==> src/rtl/div_unit_pkg.sv <==
// Shared constants for the iterative divider: data width, operation codes
// (matching RISC-V funct3[1:0]) and FSM state encoding.
package div_unit_pkg;

  localparam int DIV_WIDTH = 32;

  typedef enum logic [1:0] {
    OP_DIV  = 2'b00,
    OP_DIVU = 2'b01,
    OP_REM  = 2'b10,
    OP_REMU = 2'b11
  } op_e;

  typedef enum logic [1:0] {
    S_IDLE = 2'b00,
    S_CALC = 2'b01,
    S_DONE = 2'b10
  } state_e;

endpackage

==> src/rtl/div_unit_if.sv <==
// Request/response bundle between the pipeline (master) and the divider (slave).
interface div_unit_if;
  import div_unit_pkg::*;

  logic                 start;
  logic [1:0]           op;
  logic [DIV_WIDTH-1:0] a;
  logic [DIV_WIDTH-1:0] b;
  logic                 busy;
  logic                 done;
  logic [DIV_WIDTH-1:0] result;

  modport master (output start, op, a, b, input busy, done, result);
  modport slave  (input start, op, a, b, output busy, done, result);

endinterface

==> src/rtl/div_unit.sv <==
// Multi-cycle restoring radix-2 divider for DIV/DIVU/REM/REMU, one quotient
// bit per cycle on operand magnitudes with sign fix-up at the end.
//
// state  | meaning
// S_IDLE | waiting for start; operands latched on the start edge
// S_CALC | 32 iterations of shift/subtract/restore
// S_DONE | result valid, done pulses for this one cycle
module div_unit
  import div_unit_pkg::*;
#(
  parameter int WIDTH = DIV_WIDTH
) (
  input logic       clk,
  input logic       reset,
  div_unit_if.slave bus
);

  localparam int CW = $clog2(WIDTH);
  localparam logic [WIDTH-1:0] MIN_NEG = {1'b1, {(WIDTH-1){1'b0}}};

  state_e           state, state_nxt;
  op_e              op_q;
  logic [WIDTH-1:0] quot, divisor, result_q;
  logic [WIDTH:0]   rem;
  logic [CW-1:0]    cnt;
  logic             neg_q, neg_r;

  logic             op_signed, div_zero, overflow, want_rem;
  logic [WIDTH-1:0] a_mag, b_mag;
  logic [WIDTH+1:0] rem_sh, diff;
  logic [WIDTH:0]   rem_step;
  logic [WIDTH-1:0] quot_step, q_final, r_final;

  always_comb begin
    op_signed = (op_e'(bus.op) == OP_DIV) || (op_e'(bus.op) == OP_REM);
    div_zero  = (bus.b == '0);
    overflow  = op_signed && (bus.a == MIN_NEG) && (bus.b == '1);
    a_mag     = (op_signed && bus.a[WIDTH-1]) ? (~bus.a + 1'b1) : bus.a;
    b_mag     = (op_signed && bus.b[WIDTH-1]) ? (~bus.b + 1'b1) : bus.b;
  end

  // One iteration; the extra top bit makes the subtraction sign unambiguous.
  always_comb begin
    rem_sh = {rem, quot[WIDTH-1]};
    diff   = rem_sh - {2'b00, divisor};
    if (!diff[WIDTH+1]) begin
      rem_step  = diff[WIDTH:0];
      quot_step = {quot[WIDTH-2:0], 1'b1};
    end else begin
      rem_step  = rem_sh[WIDTH:0];
      quot_step = {quot[WIDTH-2:0], 1'b0};
    end
    q_final  = neg_q ? (~quot_step + 1'b1) : quot_step;
    r_final  = neg_r ? (~rem_step[WIDTH-1:0] + 1'b1) : rem_step[WIDTH-1:0];
    want_rem = (op_q == OP_REM) || (op_q == OP_REMU);
  end

  always_ff @(posedge clk or posedge reset) begin
    if (reset) state <= S_IDLE;
    else       state <= state_nxt;
  end

  always_comb begin
    state_nxt = state;
    case (state)
      S_IDLE:  if (bus.start) state_nxt = (div_zero || overflow) ? S_DONE : S_CALC;
      S_CALC:  if (cnt == '1) state_nxt = S_DONE;
      S_DONE:  state_nxt = S_IDLE;
      default: state_nxt = S_IDLE;
    endcase
  end

  always_ff @(posedge clk or posedge reset) begin
    if (reset) begin
      op_q     <= OP_DIV;
      quot     <= '0;
      divisor  <= '0;
      rem      <= '0;
      cnt      <= '0;
      neg_q    <= 1'b0;
      neg_r    <= 1'b0;
      result_q <= '0;
    end else begin
      case (state)
        S_IDLE: begin
          if (bus.start) begin
            op_q <= op_e'(bus.op);
            if (div_zero) begin
              result_q <= bus.op[1] ? bus.a : '1;
            end else if (overflow) begin
              result_q <= bus.op[1] ? '0 : MIN_NEG;
            end else begin
              quot    <= a_mag;
              divisor <= b_mag;
              rem     <= '0;
              cnt     <= '0;
              neg_q   <= op_signed && (bus.a[WIDTH-1] ^ bus.b[WIDTH-1]);
              neg_r   <= op_signed && bus.a[WIDTH-1];
            end
          end
        end
        S_CALC: begin
          quot <= quot_step;
          rem  <= rem_step;
          cnt  <= cnt + 1'b1;
          if (cnt == '1) result_q <= want_rem ? r_final : q_final;
        end
        default: ;
      endcase
    end
  end

  assign bus.busy   = (state != S_IDLE);
  assign bus.done   = (state == S_DONE);
  assign bus.result = result_q;

endmodule

==> src/flat_wrapper.sv <==
// flat-port wrapper written by rule: the top's interface ports become plain ports
module div_unit_flat import div_unit_pkg::*;
#(
  parameter int WIDTH = DIV_WIDTH
)
  (clk, reset, bus_start, bus_op, bus_a, bus_b, bus_busy, bus_done, bus_result);
  div_unit_if bus_i ();
  input logic clk;
  input logic reset;
  input wire logic [$bits(bus_i.start)-1:0] bus_start;
  input wire logic [$bits(bus_i.op)-1:0] bus_op;
  input wire logic [$bits(bus_i.a)-1:0] bus_a;
  input wire logic [$bits(bus_i.b)-1:0] bus_b;
  output wire logic [$bits(bus_i.busy)-1:0] bus_busy;
  output wire logic [$bits(bus_i.done)-1:0] bus_done;
  output wire logic [$bits(bus_i.result)-1:0] bus_result;
  assign bus_i.start = bus_start;
  assign bus_i.op = bus_op;
  assign bus_i.a = bus_a;
  assign bus_i.b = bus_b;
  assign bus_busy = bus_i.busy;
  assign bus_done = bus_i.done;
  assign bus_result = bus_i.result;
  div_unit #(.WIDTH(WIDTH)) u_core (.clk(clk), .reset(reset), .bus(bus_i));
endmodule
==> config.mk <==
export PLATFORM = sky130hd
export DESIGN_NAME = div_unit_flat
export DESIGN_NICKNAME = d
export VERILOG_FILES = /design/src/rtl/div_unit_pkg.sv /design/src/rtl/div_unit_if.sv /design/src/rtl/div_unit.sv /design/src/flat_wrapper.sv
export SDC_FILE = /design/constraint.sdc
export NUM_CORES = 1
export LEC_CHECK = 0
export BUFFER_PORTS_ARGS = -buffer_cell sky130_fd_sc_hd__buf_4
export CAP_MARGIN = 20
export CORE_ASPECT_RATIO = 0.9
export CORE_MARGIN = 4
export CORE_UTILIZATION = 31
export DETAILED_ROUTE_END_ITERATION = 8
export GPL_TIMING_DRIVEN = 0
export PLACE_DENSITY = 0.49
export SLEW_MARGIN = 20
export SYNTH_ARGS = -nofsm -noshare
export SYNTH_HDL_FRONTEND = slang
export SYNTH_SLANG_ARGS = --single-unit
==> constraint.sdc <==
create_clock -name clk -period 6.7 [get_ports clk]
set_input_delay 0.67 -clock clk [delete_from_list [all_inputs] [get_ports clk]]
set_output_delay 0.67 -clock clk [all_outputs]
set_load 0.1 [all_outputs]
==> results.yml, run 1 <==
drt:
  drc: 0
  vias_per_cell: 5.63
  drt-initial-drc-count: 1024
  drt_wl_total_mm: 46.4
  wl_per_cell_um: 21.3
  antenna_left: 0
  vias: 12269
  drtPass1Iterations: 5
critical_path:
  required_ps: 7000
  crit_family: "simple AND/OR/NAND/NOR gates"
  critical_path_buf_inv_count: 3
  path_max_fanout: 19
  critical_path.endpoint_type: "register"
  path_cells: "ha_1 -> nand4_1 -> nor4_1 -> a221o_1 -> o21a_1 -> a211oi_2 -> inv_1 -> clkbuf_4 -> mux2i_1 -> ha_1 -> inv_1 -> nor4_1 -> nor4b_1 -> mux2i_1 -> nor4b_4 -> o21ai_2 -> o31ai_2 -> xnor2_1 -> o21ai_1"
  startpoint_type: "register"
  arrival_ps: 6450
  worst-setup-path-type: "reg -> reg"
  crit_path_top_delay_cell: "nor4_1"
  slowest_delay_ps: 550
clock_network:
  cts_inserted_buffers: 17
  cts.path.max_buffers: 2
  numClockSinks: 139
  clk_pin_slew_ps: 70
  ctsHoldBuffers: 0
  cts_max_level: 4
  cts_root_buf: "clkbuf_16"
  cts_setup_buffers: 0
  cts_tree: "done"
  clk_latency_ps: 450
layout:
  multi_input_area_mm2: 0.00791
  final_nets: 1787
  seqCellArea_mm2: 0.00348
  nFillCells: 4077
  drive_above_1_share: 0.117
  diodes: 0
  area_growth_pct: 17.3
global_route:
  grtUsageMet1: 0.324
  overflow: 0
  antenna_found_initial: 0
  grt_use_met3: 0.0306
  grt_pass1_wl_mm: 72.1
  grt_max_degree: 87
  use_met2: 0.326
  track_usage: 0.219
  grt-busiest-layer: "met2"
  grt_pass1_vias: 12077
timing:
  fmax_ghz: 0.163
  drv_slew: 0
  fin_crit_sh: 0.918
  fin_crit_ps: 6150
  fin_hold_ws_ps: 238
  relSlewSlack: 0.416
  setup-violations-final: 0
  final.setup_skew_ps: 11.8
  finalHoldViolCount: 0
  rsz0062_at_grt: "false"
  worst_pin_slew_ps: 876
floorplan:
  initial_core_util: 0.314
  io_pins: 103
  rows: 68
  dieArea_mm2: 0.0420
  fp.dieW_um: 216
  fp.dieH_um: 195
  coreArea_mm2: 0.0383
placed_design:
  gp_congestion: 0.908
  io_buffers: 101
  hpwl_mm: 36.9
synth:
  synth_edf_count: 0
  synthesis.area_mm2: 0.0120
  seq_area_frac_synth: 0.289
  yosys_warnings: 0
  syn_nets: 1667
  ys_ff_latch: 139
  synthDistinctLibCells: 96
  syn_inst: 1558
  yosys_most_used_dff: "dfrtp_1"
  synth-async-reset-ratio: 1.00
  syn_area_per_cell_um2: 7.71
job:
  cap_viol_max_count: 0
status:
  status: "finished clean"
min_path:
  hp-class: "in -> async"
placed cells by master, fill, tap and decap left out, types with 58 or more instances in the layout:
cell type,count
a21oi_1,110
buf_4,102
clkbuf_1,67
dfrtp_1,139
inv_1,58
nand2_1,209
nor2_1,128
o21ai_0,163
xnor2_1,82
xor2_1,60
cells by family after synthesis:
| logic type | Yosys count | share of synthesized area |
|---|---|---|
| AOI/OAI and AO/OA | 504 | 0.264 |
| xor gates and xnor gates | 142 | 0.103 |
| and+or+nand+nor | 539 | 0.215 |
| muxes | 39 | 0.0330 |
| adders and majority gates | 40 | 0.0423 |
| DFF | 139 | 0.289 |
| buffers and inverters | 155 | 0.0525 |
final timing paths:
path	depth (start not counted)	endpoint	start	slack (ps)
hold reg to reg	2	u_core.bus.result[7]	u_core.bus.result[7]	480
setup reg to reg	19	u_core.bus.result[26]	u_core.rem[19]	550
min in group clk	2	u_core.bus.result[7]	u_core.bus.result[7]	480
hold / removal	2	u_core.divisor[4]	reset	240
setup / recovery	19	u_core.bus.result[26]	u_core.rem[19]	550
max in group asynchronous	3	u_core.rem[30]	reset	5660
sequential cells by signal (all words and copies together), names as in the netlist:
register,cells
u_core.divisor,32
u_core.quot,32
u_core.state,2
u_core.neg_q,1
u_core.cnt,5
u_core.bus.result,32
u_core.op_q,1
u_core.neg_r,1
u_core.rem,33
Yosys cell counts (4+ instances only):
library cell  number  area [um2]
or2_2              6        37.5
nand2_1          209         785
and2_1            13        81.3
nand3_1           16        80.1
inv_1             59         221
buf_2             18        90.1
and3_1             7        43.8
o31ai_1           29         218
o41ai_1            7        61.3
dfrtp_1          139        3480
xnor2_1           82         718
nor2b_1            6        37.5
mux2_2             4        45.0
xor2_1            60         526
o21ai_0          163         816
a31oi_1           20         125
nor2_1           128         480
o221ai_1           5        43.8
buf_1              5        18.8
and4_1             4        35.0
a211oi_1          15         113
o211ai_1          21         158
clkbuf_1          67         251
mux2i_1           34         340
ha_1              39         488
nand4_1           22         138
o21bai_1           7        52.6
a21oi_1          110         551
nor3_1            30         150
o22ai_1           34         213
a21o_1            16         120
o21a_1             8        60.1
a211o_1            6        52.6
or3_1             18         113
nand2b_1          17         106
o21ai_1            9        45.0
nor4_1            28         175
or4_1             13        97.6
worst register-to-register path: stages, from the launching register on:
cell and delay (ps):
dfrtp_1 490, ha_1 450, nand4_1 240, nor4_1 550, a221o_1 270, o21a_1 130
a211oi_2 50, inv_1 380, clkbuf_4 460, mux2i_1 390, ha_1 210, inv_1 70
nor4_1 370, nor4b_1 300, mux2i_1 270, nor4b_4 510, o21ai_2 200, o31ai_2 360
xnor2_1 220, o21ai_1 90
layout make-up:
| type | count | share of cell area |
|---|---|---|
| Multi-Input combinational cell | 1264 | 0.561 |
| Clock inverter | 13 | 0.0169 |
| Clock buffer | 18 | 0.0312 |
| Tap cell | 490 | 0.0435 |
| Sequential cell | 139 | 0.247 |
| Timing Repair Buffer | 102 | 0.0557 |
| Inverter | 61 | 0.0168 |
| Buffer | 93 | 0.0284 |
metal layers:
layer  up-vias  routed length [um]  share of wire
li1       5865                   -              -
met1      5948               22400           0.48
met2       399               19800           0.43
met3        57                2760          0.060
met4         0                1440          0.031
met5         -                   0              0
timing repair:
| item | CTS | global route |
|---|---|---|
| gates resized for setup | 0 | 1 |
| gates cloned | 0 | 0 |
| endpoints found under the setup margin | 3 | 3 |
through the flow:
| stage | TNS [ps] | instance area, um2 | worst slack, ps | std cells | utilization |
|---|---|---|---|---|---|
| floorplan | 0 | 12000 | 1620 | 1558 | - |
| global placement | -16.0 | 13400 | -16.0 | 2149 | 0.350 |
| detailed placement | 0 | 13400 | 26.8 | 2150 | 0.351 |
| CTS | 0 | 14100 | 466 | 2180 | 0.368 |
| global route | 0 | 14100 | 72.5 | 2180 | 0.368 |
| finish | 0 | 14100 | 548 | 2180 | 0.368 |
Power of run 1 is left out: the tool's default activity adds up to more than one toggle a clock period on the data nets, which glitch-free logic cannot reach.
==> inputs of run 2 (changes only) <==
--- a/config.mk
+++ b/config.mk
@@ -5,14 +5,15 @@
 export SDC_FILE = /design/constraint.sdc
 export NUM_CORES = 1
 export LEC_CHECK = 0
-export BUFFER_PORTS_ARGS = -buffer_cell sky130_fd_sc_hd__buf_4
 export CAP_MARGIN = 20
 export CORE_ASPECT_RATIO = 0.9
 export CORE_MARGIN = 4
 export CORE_UTILIZATION = 31
+export CTS_BUF_LIST = sky130_fd_sc_hd__clkbuf_4 sky130_fd_sc_hd__clkbuf_8 sky130_fd_sc_hd__clkbuf_16
 export DETAILED_ROUTE_END_ITERATION = 8
+export DONT_BUFFER_PORTS = 1
 export GPL_TIMING_DRIVEN = 0
-export PLACE_DENSITY = 0.49
+export PLACE_DENSITY = 0.47
 export SLEW_MARGIN = 20
 export SYNTH_ARGS = -nofsm -noshare
 export SYNTH_HDL_FRONTEND = slang
==> run 2 against run 1 <==
Against the previous run:
- via count fell by 2.8%
- first-iteration DRC count rose by 5.8%
- core utilization fell by 2.1 points
- flip-flop and latch count did not move
- register-to-register slack got worse by 70 ps
- clock-buffer cell count rose by 3
- critical path depth rose by 1
- die area did not move
- sequential share of layout area rose by 1.5 points
- final area fell by 5.8%
- fmax fell by 1.0%
- non-clock buffer count fell by 101
- largest cell class unchanged
- highest routed layer unchanged
==> results.yml, run 2 (synthesis results as in run 1) <==
layout:
  multi_input_area_mm2: 0.00791
  diodes: 0
  final_nets: 1686
  post-route-cell-area_mm2: 0.0133
  area_growth_pct: 10.5
  final_cell_mix: "nand2_1 (209), o21ai_0 (163), dfrtp_1 (139)"
  mostFrequentLayoutCell: "nand2_1"
  largest_reg_flops: 33
  regMostFlops: "u_core.rem"
  seqCellArea_mm2: 0.00348
  drive_above_1_share: 0.0623
  nFillCells: 4102
clock_network:
  cts_inserted_buffers: 17
  cts_setup_buffers: 0
  ctsHoldBuffers: 0
  cts_tree: "done"
  cts_max_level: 4
  cts.path.max_buffers: 2
  cts_root_buf: "clkbuf_16"
  numClockSinks: 139
  ctsResizeCount: 0
  clk_pin_slew_ps: 60
  clk_latency_ps: 450
drt:
  drc: 0
  drt_wl_total_mm: 46.7
  wl_per_cell_um: 22.5
  vias: 11930
  drtPass1Iterations: 5
  vias_per_cell: 5.74
  antenna_left: 0
  drt-initial-drc-count: 1083
critical_path:
  ff2ff_path_depth: 20
  slowest_delay_ps: 530
  startpoint_type: "register"
  path_max_fanout: 19
  r2r_setup_slack_ps: 480
  critical_path.endpoint_type: "register"
  regToRegEndpoint: "u_core.bus.result[26]"
  required_ps: 6990
  crit_family: "compound AO/OA/AOI/OAI gates"
  path_cells: "ha_1 -> a21oi_1 -> o211ai_1 -> and3_1 -> buf_2 -> o311ai_1 -> a211oi_2 -> inv_1 -> clkbuf_4 -> mux2i_1 -> ha_1 -> inv_1 -> nor4_1 -> nor4b_1 -> mux2i_1 -> nor4b_4 -> o21ai_2 -> o31ai_2 -> xnor2_1 -> o21ai_1"
  worst-setup-path-type: "reg -> reg"
  arrival_ps: 6510
  r2r-start: "u_core.rem[5]"
  critical_path_buf_inv_count: 4
  crit_path_top_delay_cell: "nor4b_4"
floorplan:
  coreArea_mm2: 0.0383
  rows: 68
  fp.dieW_um: 216
  dieArea_mm2: 0.0420
  initial_core_util: 0.314
  fp.dieH_um: 195
  io_pins: 103
timing:
  fin_crit_ps: 6220
  setup-violations-final: 0
  worst_pin_slew_ps: 1070
  rsz0062_at_grt: "false"
  fmax_ghz: 0.161
  relSlewSlack: 0.283
  fin_crit_sh: 0.928
  finalHoldViolCount: 0
  drv_slew: 0
  final.setup_skew_ps: 11.6
status:
  status: "finished clean"
global_route:
  grt_pass1_wl_mm: 71.2
  antenna_found_initial: 0
  overflow: 0
  grt_pass1_vias: 11451
  grt_max_degree: 88
  track_usage: 0.218
placed_design:
  gp_congestion: 0.903
  hpwl_mm: 36.7
  io_buffers: 0
  placed_area_mm2: 0.0127
job:
  cap_viol_max_count: 0
min_path:
  hp-class: "in -> async"
run 2: through the flow:
stage	util	hold slack, ps	instances	worst slack, ps	TNS [ps]
2_1_floorplan	-	450	1558	1620	0
3_3_place_gp	0.330	472	2048	-50.4	-63.0
3_5_place_dp	0.331	481	2049	-4.38	-4.38
4_1_cts	0.347	98.1	2080	405	0
5_1_grt	0.347	113	2080	5.55	0
6_report	0.347	88.1	2080	483	0
run 2: worst max-delay path by stage:
stage | start | to | slack [ps] | depth (start not counted)
2_1_floorplan | u_core.rem[5] | u_core.bus.result[24] | 1620 | 22
3_3_place_gp | u_core.rem[5] | u_core.bus.result[26] | -50 | 22
3_5_place_dp | u_core.rem[5] | u_core.bus.result[26] | -4 | 22
4_1_cts | u_core.rem[5] | u_core.bus.result[26] | 400 | 20
5_1_grt | u_core.rem[22] | u_core.bus.result[26] | 6 | 20
6_report | u_core.rem[5] | u_core.bus.result[26] | 480 | 20
run 2: final cells by class:
| class | count | share of cell area |
|---|---|---|
| Clock buffer | 21 | 0.0352 |
| Clock inverter | 11 | 0.0108 |
| Sequential cell | 139 | 0.262 |
| Inverter | 61 | 0.0178 |
| Buffer | 93 | 0.0302 |
| Timing Repair Buffer | 1 | 0.00207 |
| Tap cell | 490 | 0.0462 |
| Multi-Input combinational cell | 1264 | 0.596 |
run 2: layer usage:
metal | vias up | global-route usage | part of all wire
li1 | 5661 | - | -
met1 | 5884 | 0.310 | 0.47
met2 | 343 | 0.341 | 0.45
met3 | 42 | 0.0431 | 0.064
met4 | 0 | 0.0527 | 0.018
met5 | - | 0 | 0
Power of run 2 is left out for the same reason.
